[src/rtl/mem_access_ctrl.sv]
// mem_access_ctrl: load/store sequencer between the memory stage and a
// word-addressed data memory port.
// Optional feature: define MEM_TIMEOUT_EN to bound the wait for mem_ack to
// TIMEOUT cycles and report a bus error on expiry.

// Per-byte-lane store steering: byte enable and replicated store byte.
module mem_access_lane #(
  parameter int LANE = 0
) (
  input  logic [1:0]  size,
  input  logic [1:0]  off,
  input  logic [31:0] wdata,
  output logic        be,
  output logic [7:0]  wbyte
);
  // Select enable and source byte for this lane from size/offset
  always_comb begin
    be    = 1'b0;
    wbyte = wdata[8*LANE +: 8];
    case (size)
      2'b00: begin
        be    = (off == 2'(LANE));
        wbyte = wdata[7:0];
      end
      2'b01: begin
        be    = (off == 2'(LANE & 2)) && !off[0];
        wbyte = wdata[8*(LANE % 2) +: 8];
      end
      2'b10: be = 1'b1;
      default: be = 1'b0;
    endcase
  end
endmodule

module mem_access_ctrl #(
  parameter int ADDR_W  = 32,
  parameter int TIMEOUT = 15
) (
  input  logic              clk,
  input  logic              rst,
  input  logic              req_valid,
  output logic              req_ready,
  input  logic              req_we,
  input  logic [1:0]        req_size,
  input  logic              req_sign,
  input  logic [ADDR_W-1:0] req_addr,
  input  logic [31:0]       req_wdata,
  output logic              rsp_valid,
  output logic              rsp_err,
  output logic [31:0]       rsp_rdata,
  output logic              mem_en,
  output logic              mem_we,
  output logic [ADDR_W-1:0] mem_addr,
  output logic [3:0]        mem_be,
  output logic [31:0]       mem_wdata,
  input  logic              mem_ack,
  input  logic [31:0]       mem_rdata,
  output logic [31:0]       ec_din,
  output logic [2:0]        ec_cs,
  output logic              ec_sign,
  input  logic [31:0]       ec_dout
);

  typedef enum logic [1:0] {IDLE, ACCESS, RESP} state_t;

  typedef struct packed {
    logic       we;
    logic [1:0] size;
    logic       sign;
    logic [1:0] off;
  } req_t;

  state_t          state, state_d;
  req_t            req_q;
  logic            err_q;
  logic            accept;
  logic            bad;
  logic            tmo;
  logic [3:0]      be_c;
  logic [3:0][7:0] wd_c;

  assign req_ready = (state == IDLE);
  assign accept    = req_valid && req_ready;

  // Illegal size or misaligned half/word never reaches the memory
  assign bad = (req_size == 2'b11) ||
               (req_size == 2'b01 && req_addr[0]) ||
               (req_size == 2'b10 && req_addr[1:0] != 2'b00);

  // Store lane steering, one instance per byte lane
  for (genvar l = 0; l < 4; l++) begin : g_lane
    mem_access_lane #(.LANE(l)) u_lane (
      .size  (req_size),
      .off   (req_addr[1:0]),
      .wdata (req_wdata),
      .be    (be_c[l]),
      .wbyte (wd_c[l])
    );
  end

`ifdef MEM_TIMEOUT_EN
  localparam int CNT_W = $clog2(TIMEOUT + 1);
  logic [CNT_W-1:0] wait_cnt;

  // Limit hit on the edge the counter would reach TIMEOUT; an ack wins
  assign tmo = (state == ACCESS) && !mem_ack && (wait_cnt == CNT_W'(TIMEOUT - 1));

  // Count ACCESS cycles without ack; cleared on every accept
  always_ff @(posedge clk or posedge rst) begin
    if (rst)                          wait_cnt <= '0;
    else if (accept)                  wait_cnt <= '0;
    else if (state == ACCESS && !mem_ack) wait_cnt <= wait_cnt + 1'b1;
  end
`else
  assign tmo = 1'b0;
`endif

  // State register
  always_ff @(posedge clk or posedge rst) begin
    if (rst) state <= IDLE;
    else     state <= state_d;
  end

  // Next-state decode
  always_comb begin
    state_d = state;
    case (state)
      IDLE:    if (accept) state_d = bad ? RESP : ACCESS;
      ACCESS:  if (mem_ack || tmo) state_d = RESP;
      RESP:    state_d = IDLE;
      default: state_d = IDLE;
    endcase
  end

  // Request latch, memory handshake, load steering and response registers
  always_ff @(posedge clk or posedge rst) begin
    if (rst) begin
      req_q     <= '0;
      err_q     <= 1'b0;
      rsp_valid <= 1'b0;
      rsp_err   <= 1'b0;
      mem_en    <= 1'b0;
      mem_we    <= 1'b0;
      mem_addr  <= '0;
      mem_be    <= '0;
      mem_wdata <= '0;
      ec_din    <= '0;
      ec_cs     <= '0;
      ec_sign   <= 1'b0;
    end else begin
      rsp_valid <= 1'b0;
      rsp_err   <= 1'b0;
      case (state)
        IDLE: if (accept) begin
          req_q <= '{we: req_we, size: req_size, sign: req_sign, off: req_addr[1:0]};
          err_q <= bad;
          if (!bad) begin
            mem_en    <= 1'b1;
            mem_we    <= req_we;
            mem_addr  <= {req_addr[ADDR_W-1:2], 2'b00};
            mem_be    <= be_c;
            mem_wdata <= wd_c;
          end
        end
        ACCESS: begin
          if (mem_ack) begin
            mem_en <= 1'b0;
            mem_we <= 1'b0;
            mem_be <= '0;
            err_q  <= 1'b0;
            if (!req_q.we) begin
              ec_din  <= mem_rdata >> {req_q.off, 3'b000};
              ec_cs   <= (req_q.size == 2'b00) ? 3'b010 :
                         (req_q.size == 2'b01) ? 3'b001 : 3'b000;
              ec_sign <= (req_q.size != 2'b10) && req_q.sign;
            end
          end else if (tmo) begin
            mem_en <= 1'b0;
            mem_we <= 1'b0;
            mem_be <= '0;
            err_q  <= 1'b1;
          end
        end
        RESP: begin
          rsp_valid <= 1'b1;
          rsp_err   <= err_q;
        end
        default: ;
      endcase
    end
  end

  assign rsp_rdata = (rsp_valid && !rsp_err && !req_q.we) ? ec_dout : 32'h0;

endmodule

[config.mk]
export PLATFORM = sky130hd
export DESIGN_NAME = mem_access_ctrl
export DESIGN_NICKNAME = d
export VERILOG_FILES = /design/src/rtl/mem_access_ctrl.sv
export SDC_FILE = /design/constraint.sdc
export NUM_CORES = 1
export LEC_CHECK = 0
export BUFFER_PORTS_ARGS = -buffer_cell sky130_fd_sc_hd__buf_4
export CAP_MARGIN = 0
export CORE_UTILIZATION = 46
export DETAILED_ROUTE_END_ITERATION = 12
export GPL_TIMING_DRIVEN = 0
export PLACE_DENSITY_LB_ADDON = 0.05
export SLEW_MARGIN = 0
export SYNTH_ARGS = -nofsm -noshare
export SYNTH_HDL_FRONTEND = slang
export SYNTH_SLANG_ARGS = --single-unit
[constraint.sdc]
create_clock -name clk -period 3.3 [get_ports clk]
set_input_delay 0 -clock clk [delete_from_list [all_inputs] [get_ports clk]]
set_output_delay 0 -clock clk [all_outputs]
set_load 0.02 [all_outputs]
Word-level counts from Yosys, hierarchy flattened

Index checks and enable logic that the tools add are counted.

Bits in registers: 115
Word-level logic and storage cells: 87
Input bits: 136
Output and inout bits: 141

Bitwise gates (word level): 2
Muxes and demuxes: 29
Eq/ne operators: 13
Shifts and indexed selects: 1
Reductions and logical operators: 26

Operators with widths:

| kind                                                  | number |
|---|---|
| two-way mux 32 bit                                    | 1 |
| right shift 32 x 5 -> 32 bit                          | 1 |
| two-way mux 8 bit                                     | 2 |
| one-hot mux 8 bit (2 select lines)                    | 1 |
| two-way mux 4 bit                                     | 3 |
| one-hot mux 1 bit (3 select lines)                    | 4 |
| equality test 2 bit, second input constant            | 5 |
| two-way mux 1 bit                                     | 9 |
| AND reduction 3 bit                                   | 3 |
| equality test 2 x 1 -> 1 bit, second input constant   | 4 |
| logical AND 1 bit                                     | 8 |
| zero test 2 bit                                       | 4 |
| two-way mux 2 bit                                     | 4 |
| one-hot mux 4 bit (2 select lines)                    | 1 |
| inequality test 2 bit, second input constant          | 3 |
| one-hot mux 1 bit (2 select lines)                    | 3 |
| one-hot mux 2 bit (2 select lines)                    | 1 |
| AND reduction 2 bit                                   | 2 |
| AND reduction 4 bit                                   | 1 |
| nonzero test 2 bit                                    | 2 |
| zero test 1 bit                                       | 3 |
| logical OR 1 bit                                      | 2 |
| inequality test 2 x 1 -> 1 bit, second input constant | 1 |
| inverter 1 bit                                        | 2 |
| OR reduction 2 bit                                    | 1 |

Depth between registers and ports, before layout

Depth after elaboration: 7
Depth in mapped cells: 6
Depth with buffers taken out: 3

Hierarchy

Synthesis repeated with hierarchy kept, for this count alone.

Cell total of the unflattened synthesis: 455
Area, all modules: 5664.2 µm²

Modules (own cells, without submodules):

| module                              | times used | cells each | area an instance (µm²) | sequential area each (µm²) |
|---|---|---|---|---|
| mem_access_ctrl                     | 1          | 391        | 5103.6                 | 2852.7 |
| mem_access_lane at g_lane[3].u_lane | 1          | 30         | 209.0                  | 0.0 |
| mem_access_lane at g_lane[2].u_lane | 1          | 12         | 147.6                  | 0.0 |
| mem_access_lane at g_lane[1].u_lane | 1          | 12         | 125.1                  | 0.0 |
| mem_access_lane at g_lane[0].u_lane | 1          | 10         | 78.8                   | 0.0 |

Least setup slack after synthesis

Ideal clock, no wire load.

Path kind: flip-flop to flip-flop
From: register state[1]
To: register mem_wdata[26]
Buffers on the path: 3
Clock period less this slack: 1.783 ns
Slack: 1.517 ns
Data required time: 3.175 ns
Arrival time: 1.658 ns
Stages on the path, launching flop included: 7
Library setup time: 0.125 ns
Cells stage by stage: dfrtp_1 > buf_2 > or3b_4 > a21oi_4 > buf_6 > buf_8 > mux2_4

Word-level cells in the longest chain between the ends: 3

RTL lines:

| element                                | RTL line | source |
|---|---|---|
| from (decl)                            | 73       | `state_t state, state_d;` |
| from (signal assigned)                 | 121      | `else state <= state_d;` |
| zero test 2 bit *                      | 82, 153  |  |
| logical AND 1 bit                      | 83       | `assign accept = req_valid && req_ready;` |
| AND reduction 3 bit (no source line) * | -        |  |
| to (signal assigned)                   | 162      | `mem_wdata <= wd_c;` |
| to (decl)                              | 55       | `output logic [31:0] mem_wdata,` |

Mark *: on every way between the ends. The rest lies on a longest branch, timed or not.
A chain may end at the register's enable or synchronous reset.

Final worst setup path

From: register state[1]
To: register mem_wdata[28]

The elaborated chain is that of the path after synthesis.

==> results.json <==
{
  "run_status": "finished clean",
  "critical_path.endpoint_type": "flip-flop",
  "final.setup.worst_slack_ns": 1.299,
  "mostFrequentLayoutCells": "sky130_fd_sc_hd__buf_4, sky130_fd_sc_hd__dfrtp_1, sky130_fd_sc_hd__mux2_2",
  "die_area_sq_um": 12240,
  "max_cap_violations": 0,
  "root_buffer": "sky130_fd_sc_hd__clkbuf_16",
  "startpoint_type": "flip-flop",
  "switchingPower_w": 0.002432,
  "clock_latency_ns": 0.41,
  "instances_no_fill": 980,
  "finalWirelength_mm": 17.92,
  "p_int_w": 0.004737,
  "min_path_type": "input port to flip-flop",
  "hold_viol_final": 0,
  "dp_hpwl_mm": 12.00,
  "final_weighted_congestion_in_routability_driven_placement": 0.8584,
  "max_stage_delay_ns": 0.45,
  "postSynthRegisterBits": 114,
  "drt_iter0_drc": 181,
  "drc": 0,
  "nets": 957,
  "timing.hold.ws_ns": 0.01318,
  "antenna_violating_nets_post_route": 0,
  "grt_max_degree": 70,
  "tightestPinTransition_ns": 1.042,
  "ys_types": 39,
  "slowest_library_cell_on_the_worst_path": "sky130_fd_sc_hd__or3b_4",
  "postCtsResizedCells": 0,
  "syn-mean-instance-area_sq_um": 12.20,
  "num_io_pins": 277,
  "floorplan.rows": 39,
  "core_region_area_sq_um": 11470,
  "io_buffer_count": 271,
  "areaGrowthSynthToFinish_pct": 69.10,
  "preCtsSetupSlack_ns": 1.324,
  "vias_per_cell": 5.092,
  "most_common_cell_after_layout_fill_and_taps_aside": "sky130_fd_sc_hd__buf_4",
  "rsz0062_at_grt": "no",
  "first_global_vias": 5367,
  "cts_buffer_depth": 2,
  "critPathBufInv": 3,
  "final_core_utilization_pct": 80.08,
  "gr-usage-all-layers_pct": 29.63,
  "netlist_area_sq_um": 5430,
  "fin_worst_skew_ns": 0.009554,
  "clock_tree.htree_level_count": 4,
  "syn-instance-count": 445,
  "grt_overflow_total": 0,
  "setup_violations": 0,
  "seq_power_share_pct": 31.3,
  "first_pass_grt_wire_length_mm": 27.96,
  "die_h_microns": 110.7,
  "vdd.ir_drop.worst_mv": 0.4959,
  "synth_sequential_area_ratio_pct": 52.53,
  "worst-endpoint-required_ns": 3.59,
  "detail_route.wl_per_cell_microns": 18.29,
  "crit_path_category": "flip-flop to flip-flop",
  "pwr-share-comb_pct": 40.1,
  "max_freq_ghz": 0.4998,
  "routed-via-count": 4990,
  "cts_tree": "done",
  "cp_cell_sequence": "buf_2, or3b_4, a21oi_4, buf_6, buf_8, mux2_4",
  "numClockSinks": 114,
  "finalWorstPathRequiredPeriod_ns": 2.001,
  "post_route_cells_drive_above_1_share_pct": 50.36,
  "cts_inserted_buffers": 17,
  "critical-path-top-delay-family": "buffers and inverters",
  "p_sw_share_pct": 33.92,
  "finalCritPeriodShare_pct": 60.63,
  "initial_core_utilization_pct": 47.35,
  "worst_slew_margin_rel_pct": 30.28,
  "total_leakage_power_nw": 4.508,
  "grt_antenna_before_repair": 3,
  "path_max_fanout": 10,
  "synth_warnings": 0,
  "placed_cells_incl_taps": 862,
  "width_of_the_chip_microns": 110.7,
  "clockPowerShare_pct": 28.6,
  "drt_pass1_iterations": 4,
  "pins_over_slew_limit": 0,
  "power.density_cell_area_nw_per_um2": 780.7,
  "clk_pin_slew_worst_setup_hold_paths_ns": 0.06,
  "critical_path_arrival_ns": 2.29
}
[final timing paths]
kind,start,to,slack (ns),cells past startpoint
min in group asynchronous,rst,mem_addr[30]$_DFFE_PP0P_,0.24,3
min reg2reg,req_q[4]$_DFFE_PP0P_,ec_cs[1]$_DFFE_PP0P_,0.46,1
max reg2reg,state[1]$_DFFE_PP0P_,mem_wdata[28]$_DFFE_PP0P_,1.30,6
max,state[1]$_DFFE_PP0P_,mem_wdata[28]$_DFFE_PP0P_,1.30,6
max in group asynchronous,rst,mem_wdata[18]$_DFFE_PP0P_,2.31,4
min,req_wdata[14],mem_wdata[14]$_DFFE_PP0P_,0.01,3
[power by group through the flow]
stage	sequential, W	combinational (W)	clock [W]
2_1_floorplan	0.00283	0.000926	0
3_3_place_gp	0.00222	0.00273	0
3_5_place_dp	0.00225	0.00278	0
4_1_cts	0.00223	0.00288	0.00205
5_1_grt	0.00230	0.00304	0.00213
6_report	0.00224	0.00288	0.00205
[cell type report]
class / count / area [sq um]
diodes: 3 / 7.507
flip-flops and latches: 114 / 2853
repair buffers: 355 / 2893
plain buffers: 34 / 187.7
inverters: 5 / 21.27
clock buffers: 23 / 488.0
well taps: 143 / 178.9
fillers: 707 / 2285
multi-input cells: 294 / 2379
clock inverters: 9 / 175.2
[cells in the mapped netlist, drive strengths merged]
cell     number  share of area [%]
buf          21                2.5
a22o          3               0.48
nor2b         2               0.23
inv           5               0.35
nand2        47                3.2
clkbuf       13               0.92
o31ai        10                1.4
nor2          5               0.35
a22oi         1               0.14
o2bb2ai       1               0.16
nor3b         2               0.37
or3           1               0.21
and2         33                3.8
a21o          3               0.41
nand4bb       1               0.21
or3b          2               0.37
dfrtp       114                 53
nor3          1              0.092
conb          1              0.069
o21a          1               0.14
a21oi         2               0.39
a2bb2oi       8                1.3
a2111oi       1               0.16
nand2b        1               0.12
mux2i        41                7.6
a32o          1               0.18
mux2         90                 19
o21ai        33                3.1
a311o         1               0.18
[logic make-up (layout without fill, tap and decap cells)]
group	Yosys count	in the layout	synth area share, %
compound gates	65	65	8.042
simple gates	95	95	8.986
other cells	1	6	0.06906
buf+inv	39	426	3.802
mux	131	131	26.57
flops	114	114	52.53
[per-layer routing]
layer / wire [microns] / global-route usage [%]
met1: 6505 / 31.62
met2: 9603 / 53.66
met3: 1305 / 8.967
met4: 506 / 13.07
met5: 0 / 0
[repair_timing]
item                      in CTS  in global routing
hold buffers                  83                  0
setup buffers                  0                  0
hold endpoints to repair     134                  0
[flip-flops by register name (all words and copies together), names as in the netlist]
name and count:
ec_din 32, mem_wdata 32, mem_addr 30, req_q 6, mem_be 4, ec_cs 2, state 2, ec_sign 1
err_q 1, mem_en 1, mem_we 1, rsp_err 1, rsp_valid 1
[stage by stage]
stage                     TNS [ns]  instance area, sq um  total power (W)
after floorplan                  0                  5438         0.003752
after global placement     -115.12                  7651         0.004945
after detailed placement         0                  7681         0.005030
after CTS                        0                  9175         0.007166
after global routing             0                  9183         0.007471
final                            0                  9183         0.007169
[worst reg2reg max path, stage by stage (launching register included)]
cell and delay [ns]:
sky130_fd_sc_hd__dfrtp_1 0.37, sky130_fd_sc_hd__buf_2 0.17, sky130_fd_sc_hd__or3b_4 0.45, sky130_fd_sc_hd__a21oi_4 0.22, sky130_fd_sc_hd__buf_6 0.21, sky130_fd_sc_hd__buf_8 0.17, sky130_fd_sc_hd__mux2_4 0.30
No activity file was read; power rests on OpenSTA's default activity.
